[config.mk]
export PLATFORM = sky130hd
export DESIGN_NAME = lowampa_capture_ctrl
export DESIGN_NICKNAME = d
export VERILOG_FILES = /design/src/rtl/lowampa_capture_ctrl.sv
export SDC_FILE = /design/constraint.sdc
export NUM_CORES = 1
export LEC_CHECK = 0
export ABC_AREA = 1
export BUFFER_PORTS_ARGS = -buffer_cell sky130_fd_sc_hd__buf_4
export CAP_MARGIN = 20
export CORE_MARGIN = 2
export CORE_UTILIZATION = 35
export CTS_BUF_LIST = sky130_fd_sc_hd__clkbuf_8
export DETAILED_ROUTE_END_ITERATION = 16
export PLACE_DENSITY = 0.59
export SKIP_CTS_REPAIR_TIMING = 1
export SYNTH_ARGS = -nofsm -noshare
export SYNTH_HDL_FRONTEND = slang
export SYNTH_SLANG_ARGS = --single-unit
[constraint.sdc]
create_clock -name aclk -period 3 [get_ports aclk]
set_clock_uncertainty 0.05 [all_clocks]
set_input_delay 0.3 -clock aclk [delete_from_list [all_inputs] [get_ports aclk]]
set_output_delay 0.3 -clock aclk [all_outputs]
set_load 0.05 [all_outputs]
[src/rtl/lowampa_capture_ctrl.sv]
// Capture controller: freezes the capture buffers a programmable number of cycles after an accepted trigger.
// Latency: trigger_o one edge after the hit; capture_enable_o falls L+1 edges after trigger_o rises.
// Backpressure: a hit with the capture engine busy or mid-sequence is dropped and counted as missed.
module lowampa_capture_ctrl #(
    parameter int NBEAMS          = 2,
    parameter int CNT_BITS        = 16,
    parameter int TRIG_COUNT_BITS = 32,
    parameter int MISSED_BITS     = 16
) (
    input  logic                       aclk,
    input  logic                       rst_i,
    input  logic [NBEAMS-1:0]          trig_i,
    input  logic [NBEAMS-1:0]          beam_mask_i,
    input  logic                       force_i,
    input  logic                       arm_i,
    input  logic [CNT_BITS-1:0]        posttrig_len_i,
    input  logic [CNT_BITS-1:0]        holdoff_len_i,
    input  logic                       clear_counts_i,
    input  logic                       capture_waiting_i,
    output logic                       capture_enable_o,
    output logic                       trigger_o,
    output logic [NBEAMS-1:0]          trig_beams_o,
    output logic [1:0]                 trig_src_o,
    output logic [2:0]                 state_o,
    output logic [TRIG_COUNT_BITS-1:0] trig_count_o,
    output logic [MISSED_BITS-1:0]     missed_count_o
);

    typedef enum logic [2:0] {
        S_DISARMED = 3'd0,
        S_ARMED    = 3'd1,
        S_POST     = 3'd2,
        S_FROZEN   = 3'd3,
        S_HOLDOFF  = 3'd4
    } state_t;

    state_t                     r_state;
    logic [CNT_BITS-1:0]        r_cnt;
    logic                       r_seen_low;
    logic                       r_capture_enable;
    logic                       r_trigger;
    logic [NBEAMS-1:0]          r_trig_beams;
    logic [1:0]                 r_trig_src;
    logic [TRIG_COUNT_BITS-1:0] r_trig_count;
    logic [MISSED_BITS-1:0]     r_missed_count;

    logic [NBEAMS-1:0] w_beam_hits;
    logic              w_hit;
    logic              w_busy;
    logic              w_accept;
    logic              w_miss;

    assign w_beam_hits = trig_i & beam_mask_i;
    assign w_hit       = (|w_beam_hits) | force_i;
    // Sequence states that cannot take a new trigger
    assign w_busy      = (r_state == S_POST) || (r_state == S_FROZEN) || (r_state == S_HOLDOFF);
    // Disarming in ARMED takes priority over a coincident hit, so such a hit is neither accepted nor counted
    assign w_accept    = (r_state == S_ARMED) && arm_i && w_hit && capture_waiting_i;
    assign w_miss      = w_hit && (w_busy || ((r_state == S_ARMED) && arm_i && !capture_waiting_i));

    // Sequencer: arm, accept, post-trigger countdown, freeze, wait for readout, holdoff
    always_ff @(posedge aclk or posedge rst_i) begin
        if (rst_i) begin
            r_state          <= S_DISARMED;
            r_cnt            <= '0;
            r_seen_low       <= 1'b0;
            r_capture_enable <= 1'b1;
            r_trigger        <= 1'b0;
            r_trig_beams     <= '0;
            r_trig_src       <= '0;
        end else begin
            r_trigger <= 1'b0;
            case (r_state)
                S_DISARMED: begin
                    r_capture_enable <= 1'b1;
                    if (arm_i) r_state <= S_ARMED;
                end
                S_ARMED: begin
                    r_capture_enable <= 1'b1;
                    if (!arm_i) begin
                        r_state <= S_DISARMED;
                    end else if (w_accept) begin
                        r_state      <= S_POST;
                        r_cnt        <= posttrig_len_i;
                        r_trigger    <= 1'b1;
                        r_trig_beams <= w_beam_hits;
                        r_trig_src   <= {force_i, |w_beam_hits};
                    end
                end
                S_POST: begin
                    if (r_cnt != '0) begin
                        r_cnt <= r_cnt - CNT_BITS'(1);
                    end else begin
                        r_state          <= S_FROZEN;
                        r_capture_enable <= 1'b0;
                        r_seen_low       <= 1'b0;
                    end
                end
                S_FROZEN: begin
                    // Readout must be seen to start (waiting low) before its completion re-opens capture
                    if (!capture_waiting_i) begin
                        r_seen_low <= 1'b1;
                    end else if (r_seen_low) begin
                        r_state          <= S_HOLDOFF;
                        r_cnt            <= holdoff_len_i;
                        r_capture_enable <= 1'b1;
                    end
                end
                S_HOLDOFF: begin
                    if (r_cnt != '0) begin
                        r_cnt <= r_cnt - CNT_BITS'(1);
                    end else begin
                        r_state <= arm_i ? S_ARMED : S_DISARMED;
                    end
                end
                default: begin
                    r_state          <= S_DISARMED;
                    r_capture_enable <= 1'b1;
                end
            endcase
        end
    end

    // Statistics: accepted count wraps, missed count saturates, clear beats a coincident increment
    always_ff @(posedge aclk or posedge rst_i) begin
        if (rst_i) begin
            r_trig_count   <= '0;
            r_missed_count <= '0;
        end else if (clear_counts_i) begin
            r_trig_count   <= '0;
            r_missed_count <= '0;
        end else begin
            if (w_accept) r_trig_count <= r_trig_count + TRIG_COUNT_BITS'(1);
            if (w_miss && (r_missed_count != '1)) r_missed_count <= r_missed_count + MISSED_BITS'(1);
        end
    end

    assign capture_enable_o = r_capture_enable;
    assign trigger_o        = r_trigger;
    assign trig_beams_o     = r_trig_beams;
    assign trig_src_o       = r_trig_src;
    assign state_o          = r_state;
    assign trig_count_o     = r_trig_count;
    assign missed_count_o   = r_missed_count;

endmodule

Word-level counts from Yosys, hierarchy flattened --
Cells that the tools add are included.
Word-level totals: bits of input ports 42, register bits 74
Operators by class: add/sub/neg operators 3, muxes and demuxes 28, reduce and logical (&&, ||, !) cells 23, equal/unequal tests 15, bitwise gates (word level) 3
Operators with widths (number):
- 16-bit 2-to-1 mux | 7
- 32-bit 2-to-1 mux | 2
- 16-bit case mux with 3 select lines | 1
- 32-bit by 1-bit adder with 32-bit output (second input constant) | 1
- 3-bit 2-to-1 mux | 7
- 16-bit by 1-bit adder with 16-bit output (second input constant) | 1
- 16-bit inequality test (second input constant) | 1
- 2-bit inequality test (second input constant) | 8
- 16-bit nonzero test | 1
- 16-bit by 1-bit subtractor with 16-bit output (second input constant) | 1
- 3-bit case mux with 5 select lines | 1
- 6-bit AND reduction | 2
- 1-bit 2-to-1 mux | 8
- 3-bit by 2-bit == test with 1-bit output (second input constant) | 2
- 1-bit logical AND | 6
- 3-bit AND reduction | 2
- 2-bit nonzero test | 3
- 4-bit AND reduction | 1
- 2-bit OR reduction | 2
- 3-bit by 1-bit == test with 1-bit output (second input constant) | 1
- 3-bit == test (second input constant) | 1
- 3-bit logical NOT | 1
- 1-bit logical OR | 3
- 3-bit inequality test (second input constant) | 1
- 8 further kinds | 8

Longest topological paths before layout --
Gate-level depths: netlist of run 1.
depth after elaboration 8, gate-level depth with buffers 12, depth with buffers taken out 11

Worst setup path before layout of run 1 --
Ideal clock, no wire load.
path kind reg-to-reg, start register r_missed_count[0], in the netlist missed_count_o[0], end register r_missed_count[3], in the netlist missed_count_o[3], arrival 1805 ps, setup slack 1026 ps, setup time 119 ps, clock period less this slack 1974 ps, stages on the path, launching flop included 12, cell sequence dfrtp_1 > ha_1 > nand2_1 > inv_1 > nand2_1 > inv_1 > nand3_1 > inv_1 > nor2_4 > buf_6 > nand3b_1 > nand2_1
Between the ends: word-level cells in the longest chain between the ends 3, elaborated cells between the ends (all ways) 6, classes of those cells 1 x add/sub; 1 x eq/ne; 2 x mux; 2 x reduce/logical
RTL lines:
- start, declared | line 45 | logic [MISSED_BITS-1:0] r_missed_count;
- start signal, assigned | line 134 | if (w_miss && (r_missed_count != '1)) r_missed_count <= r_missed_count + MISSED_BITS'(1);
- 16-bit by 1-bit adder with 16-bit output / 16-bit inequality test (equally long branches) | line 134
- 16-bit 2-to-1 mux / 1-bit logical AND (equally long branches) | line 134
- 16-bit 2-to-1 mux / 2-bit nonzero test (equally long branches)
Parallel ways exist; a longest one is shown, timed or not. The select of a mux whose other input is x is not followed. A chain may end at the register's enable or synchronous reset.

Worst setup path in the final report of run 1 --
start register r_state[2], in the netlist state_o[2], end register r_trig_count[15], in the netlist trig_count_o[15]
Between the ends: word-level cells in the longest chain between the ends 5
RTL lines:
- start, declared | line 37 | state_t r_state;
- start signal, assigned | line 113 | r_state <= arm_i ? S_ARMED : S_DISARMED;
- 3-bit by 1-bit == test with 1-bit output | line 58 | assign w_accept = (r_state == S_ARMED) && arm_i && w_hit && capture_waiting_i;
- 1-bit logical AND (3 in series) | line 58
- 2-bit nonzero test (no source line)
- end signal, assigned | line 133 | if (w_accept) r_trig_count <= r_trig_count + TRIG_COUNT_BITS'(1);
- end, declared | line 44 | logic [TRIG_COUNT_BITS-1:0] r_trig_count;
Every way passes these cells.

==> results of run 1 <==
-- cell type report --
class	count	area [um2]	share of cell area [%]
Tap cell	180	225	3.71
Timing Repair Buffer	101	758	12.5
Clock buffer	11	151	2.49
Multi-Input combinational cell	599	2760	45.4
Inverter	73	275	4.53
Sequential cell	74	1850	30.5
Clock inverter	5	52.6	0.865
-- stage by stage --
step	utilization [%]	std cells	setup slack [ns]	instance area (um2)
6_report	43.8	1043	0.825	6080
5_1_grt	43.8	1043	0.681	6080
4_1_cts	43.8	1043	0.817	6080
3_5_place_dp	42.3	1027	0.847	5870
3_3_place_gp	42.3	1027	0.853	5870
2_1_floorplan	-	763	0.770	4990
-- flip-flops by register name (all words and copies together), names as in the netlist --
signal / flops
trigger_o: 1
capture_enable_o: 1
r_cnt: 16
trig_beams_o: 2
state_o: 3
trig_src_o: 2
trig_count_o: 32
r_seen_low: 1
missed_count_o: 16
-- cell families after synthesis --
group	count (synthesis)
AOI/OAI and AO/OA	49
and+or+nand+nor	534
buffers and inverters	90
DFF	74
xor gates and xnor gates	13
adders and majority gates	3
-- report_power, final --
group | leakage (uW) | total [uW] | internal, uW | switching [uW]
sequential | 0.000992 | 1350 | 1170 | 180
clock | 0.000105 | 821 | 425 | 396
combinational | 0.00188 | 1870 | 564 | 1310
-- critical path, delay by kind of cell, from the launching register on --
family,cells,cell delay (ns)
AOI/OAI and AO/OA,1,0.18
and+or+nand+nor,6,1.15
buffers and inverters,2,0.29
DFF,1,0.43
-- per-layer routing --
metal	up-vias	GRT usage [%]	wire [um]	part of all wire, %
li1	2633	-	-	-
met1	2295	26.2	6800	48
met2	135	30.4	6220	44
met3	23	4.70	716	5.1
met4	0	6.61	294	2.1
met5	-	0	0	0
-- final timing paths --
| check | to | slack [ns] | depth (start not counted) |
|---|---|---|---|
| worst max-delay path | trig_count_o[15] | 0.82 | 9 |
| worst min-delay path | trigger_o | -0.03 | 2 |
| worst max register to register | trig_count_o[15] | 0.82 | 9 |
| worst min register to register | capture_enable_o | 0.45 | 2 |
| max in group asynchronous | capture_enable_o | 2.16 | 3 |
| min in group aclk | trig_count_o[0] | 0.09 | 2 |
-- layout by cell type (no fill, tap or decap), drive strengths merged, types with 3 or more instances in the layout --
| cell type | Yosys | routed |
|---|---|---|
| nand2 | 284 | 284 |
| dfrtp | 73 | 73 |
| inv | 73 | 72 |
| nor2 | 114 | 114 |
| buf | 11 | 101 |
| o21bai | 4 | 4 |
| nor3 | 7 | 7 |
| nand4 | 26 | 26 |
| xor2 | 10 | 10 |
| clkinv | 0 | 4 |
| ha | 3 | 3 |
| o21ai | 32 | 32 |
| xnor2 | 3 | 3 |
| clkbuf | 6 | 11 |
| nand3b | 11 | 11 |
| or2 | 3 | 3 |
| a21oi | 9 | 9 |
| nand3 | 89 | 89 |
==> results.sh, run 1 <==
export IMPL_numCtsBuffers=9
export IMPL_final_hold_viol_count=38
export IMPL_synth_common_cells="nand2_1 (276), nor2_1 (107), nand3_1 (85)"
export IMPL_synthTopCellsByArea="dfrtp_1 (37%), nand2_1 (21%), nand3_1 (8.5%)"
export IMPL_vdd_drop_max_v=0.000370
export IMPL_worst_pin_slew_ns=0.732
export IMPL_hold_path_class="input port to asynchronous set/reset pin"
export IMPL_leakage_uw=0.00297
export IMPL_synth_compound_area_share_pct=5.29
export IMPL_firstDrtPassIters=8
export IMPL_cts_tree="yes"
export IMPL_cp_max_fo=25
export IMPL_htreeDepth=3
export IMPL_finalSetupViolations=0
export IMPL_clk_pin_slew_worst_paths_ns=0.08
export IMPL_layout_min_cycle_time_ns=2.18
export IMPL_finalCritPeriodShare_pct=72.5
export IMPL_fmax_ghz=0.460
export IMPL_yosysMostFrequentCell="nand2_1"
export IMPL_synth_xor_area_share_pct=2.28
export IMPL_slew_violations=0
export IMPL_dieArea_mm2=0.0152
export IMPL_cp_end_kind="flip-flop"
export IMPL_rows=43
export IMPL_viasPerCell=4.88
export IMPL_worstSetupStartpointType="flip-flop"
export IMPL_antenna_left=0
export IMPL_die_h_um=123
export IMPL_finalPower_uw=4040
export IMPL_drt_wl_total_um=14000
export IMPL_clock_sinks=74
export IMPL_drt_initial_drc_count=384
export IMPL_grt_usage_pct=19.4
export IMPL_crit_chain="inv_2 -> nand2_2 -> nor2_4 -> nand3_4 -> nand2_2 -> inv_2 -> o21ai_0 -> nand2_1 -> nor2_1"
export IMPL_drc_errors=0
export IMPL_setup_tns_ns=0
export IMPL_num_nets_final=903
export IMPL_drive_above_1_share_pct=17.1
export IMPL_synth_warnings=0
export IMPL_portBuffers=98
export IMPL_vias=5086
export IMPL_synth_ff_type="dfrtp_1"
export IMPL_gp_congestion=0.909
export IMPL_coreArea_mm2=0.0139
export IMPL_fin_hold_ws_ns=-0.0336
export IMPL_yosysSeqAreaShare_pct=37.2
export IMPL_violations="negative hold slack"
export IMPL_slew_headroom_pct=51.2
export IMPL_cp_required_ns=3.26
export IMPL_ys_seq_elements=74
export IMPL_slowest_delay_ns=0.43
export IMPL_netlist_area_mm2=0.00499
export IMPL_synth_cell_type_count=34
export IMPL_syn_to_final_growth_pct=21.8
export IMPL_fp_dieW_um=123
export IMPL_grt_max_degree=62
export IMPL_syn_nets=808
export IMPL_overflow=0
export IMPL_power_density_mw_per_mm2=665
export IMPL_grt_pass1_wl_um=23100
export IMPL_async_flop_share_pct=100
export IMPL_worst_skew_pair_late_latency_ns=0.37
export IMPL_synthMuxAreaShare_pct=0
export IMPL_reg2reg_from="state_o[2]"
export IMPL_synthAdderAreaFrac_pct=0.753
export IMPL_maxCapViolations=0
export IMPL_start_util_pct=35.9
export IMPL_synthSimpleGateAreaFrac_pct=47.0
export IMPL_slowest_stage="dfrtp_1"
export IMPL_antenna_found_initial=0
export IMPL_num_antenna_cells=0
export IMPL_outcome="finished, violations left"
export IMPL_clockBufferDepth=2
export IMPL_synth_top_family_by_area="simple AND/OR/NAND/NOR gates"
export IMPL_grt_pass1_vias=4686
export IMPL_wire_per_inst_um=13.5
export IMPL_avgSynthCellArea_um2=6.54
export IMPL_path_class="flip-flop to flip-flop"
export IMPL_cp_arrival_ns=2.43
export IMPL_hpwl_um=10400
export IMPL_synth_edff_count=0
export IMPL_synth_top_area_cell="dfrtp_1"
export IMPL_crit_start="state_o[2]"
export IMPL_synthCells=763
export IMPL_yosysTopAreaCellShare_pct=36.6
export IMPL_rsz0062_at_grt="false"
export IMPL_final_fill_count=1525
export IMPL_num_io_pins=99
export IMPL_root_buffer="clkbuf_8"
No activity file was read; power rests on OpenSTA's default activity.
==> run 2, diff against run 1 <==
PLACE_DENSITY = 0.61   (was 0.59)
clock period = 2 ns   (was 3 ns; I/O delays follow)
==> results.sh, run 2 (synthesis gave the netlist of run 1 again) <==
export IMPL_crit_chain="ha_1 -> nand2_1 -> inv_1 -> nand2_1 -> inv_1 -> nand3_1 -> inv_1 -> nor2_4 -> buf_12 -> nand3_1 -> nand2_1"
export IMPL_gp_congestion=0.882
export IMPL_antenna_left=0
export IMPL_grt_pass1_vias=4755
export IMPL_grt_max_degree=75
export IMPL_htreeDepth=3
export IMPL_setup_ws_ns=0.170
export IMPL_worst_skew_pair_late_latency_ns=0.36
export IMPL_numCtsBuffers=9
export IMPL_p_comb_share_pct=50.5
export IMPL_drt_initial_drc_count=270
export IMPL_rsz0062_at_grt="false"
export IMPL_wire_per_inst_um=13.0
export IMPL_place_ws_ns=0.125
export IMPL_cp_top_family="simple AND/OR/NAND/NOR gates"
export IMPL_whs_endpoint="r_seen_low"
export IMPL_fp_dieW_um=123
export IMPL_cp_end_kind="flip-flop"
export IMPL_drive_above_1_share_pct=18.0
export IMPL_overflow=0
export IMPL_clockBufferDepth=2
export IMPL_hold_path_class="input port to flip-flop"
export IMPL_clock_sinks=74
export IMPL_final_hold_viol_count=0
export IMPL_fmax_ghz=0.546
export IMPL_layout_min_cycle_time_ns=1.83
export IMPL_outcome="complete, no violations"
export IMPL_drc_errors=0
export IMPL_cp_arrival_ns=2.08
export IMPL_whs_path_depth=2
export IMPL_power_density_mw_per_mm2=974
export IMPL_rows=43
export IMPL_worst_pin_slew_ns=0.485
export IMPL_power_frac_clock_pct=16.3
export IMPL_cts_tree="yes"
export IMPL_final_cell_mix="nand2_1 (276), buf_4 (112), nor2_1 (106)"
export IMPL_start_util_pct=35.9
export IMPL_num_nets_final=919
export IMPL_cp_max_fo=16
export IMPL_seqPwrFrac_pct=33.2
export IMPL_syn_to_final_growth_pct=24.4
export IMPL_antenna_found_initial=0
export IMPL_portBuffers=98
export IMPL_vdd_drop_max_v=0.000555
export IMPL_clk_pin_slew_worst_paths_ns=0.08
export IMPL_reg2reg_from="missed_count_o[0]"
export IMPL_slew_violations=0
export IMPL_final_common_cell="nand2_1"
export IMPL_grt_usage_pct=19.2
export IMPL_dieArea_mm2=0.0152
export IMPL_p_sw_uw=2820
export IMPL_hpwl_um=10300
export IMPL_root_buffer="clkbuf_8"
export IMPL_largest_reg_flops=32
export IMPL_viasPerCell=4.84
export IMPL_slowest_delay_ns=0.44
export IMPL_cp_depth=11
export IMPL_firstDrtPassIters=5
export IMPL_intPower_uw=3220
export IMPL_slowest_stage="dfrtp_1"
export IMPL_worst_r2r_cell_count=11
export IMPL_finalSetupViolations=0
export IMPL_final_core_util_pct=44.7
export IMPL_grt_pass1_wl_um=23000
export IMPL_slew_headroom_pct=67.5
export IMPL_r2r_setup_slack_ns=0.17
export IMPL_worstSetupStartpointType="flip-flop"
export IMPL_setup_tns_ns=0
export IMPL_num_antenna_cells=0
export IMPL_crit_buf_inv=4
export IMPL_path_class="flip-flop to flip-flop"
export IMPL_power_share_switching_pct=46.7
export IMPL_regToRegEndpoint="missed_count_o[5]"
export IMPL_die_h_um=123
export IMPL_vias=5123
export IMPL_cp_required_ns=2.25
export IMPL_coreArea_mm2=0.0139
export IMPL_leakage_uw=0.00306
export IMPL_drt_wl_total_um=13700
export IMPL_num_io_pins=99
export IMPL_maxCapViolations=0
export IMPL_hold_path_startpoint="capture_waiting_i"
export IMPL_finalCritPeriodShare_pct=91.5
run 2: cell types whose count changed in the layout (fill, tap and decap cells not counted), sizes merged:
cell / delta
dlygate4sd3: +2
clkbuf: -2
clkinv: -3
buf: +14
inv: +6
bufinv: -1
run 2: power groups by stage:
stage	logic [uW]	clock network [uW]	registers (uW)
final	3050	986	2010
after global routing	3480	1090	2040
after CTS	2980	1030	2000
after detailed placement	2970	0	2030
after global placement	2940	0	2030
after floorplan	1960	0	2270
run 2: how the worst max path moves through the flow:
stage	startpoint	endpoint	slack, ns
floorplan	missed_count_o[0]	missed_count_o[3]	0.03
global placement	missed_count_o[0]	missed_count_o[5]	0.13
detailed placement	missed_count_o[0]	missed_count_o[5]	0.12
CTS	missed_count_o[0]	missed_count_o[5]	0.11
global route	missed_count_o[0]	missed_count_o[8]	0.02
finish	missed_count_o[0]	missed_count_o[5]	0.17
run 2: layer usage:
layer	routed length [um]	vias up	GRT usage [%]
met2	6380	126	31.4
met1	6530	2326	25.5
met4	128	0	4.76
li1	-	2659	-
met3	703	12	4.66
met5	0	-	0
run 2: final cells by class:
class                           instances  area (um2)
Sequential cell                        74        1850
Fill cell                            1531        7680
Inverter                               73         280
Clock inverter                          7        27.5
Tap cell                              180         225
Multi-Input combinational cell        599        2780
Clock buffer                            9         124
Timing Repair Buffer                  117         912
run 2: stage by stage:
step	total power (uW)	area [um2]	cells	hold slack [ns]
floorplan	4230	4990	763	0.223
global placement	4970	5980	1040	0.305
detailed placement	5000	5980	1040	0.307
CTS	6010	6140	1056	-0.105
global route	6610	6200	1059	0.00790
finish	6040	6200	1059	0.0403
run 2: worst reg2reg max path: stages (launching register included):
cell     delay [ns]
dfrtp_1        0.44
ha_1           0.27
nand2_1        0.08
inv_1          0.05
nand2_1        0.11
inv_1          0.09
nand3_1        0.17
inv_1          0.09
nor2_4         0.12
buf_12         0.15
nand3_1        0.08
nand2_1        0.08
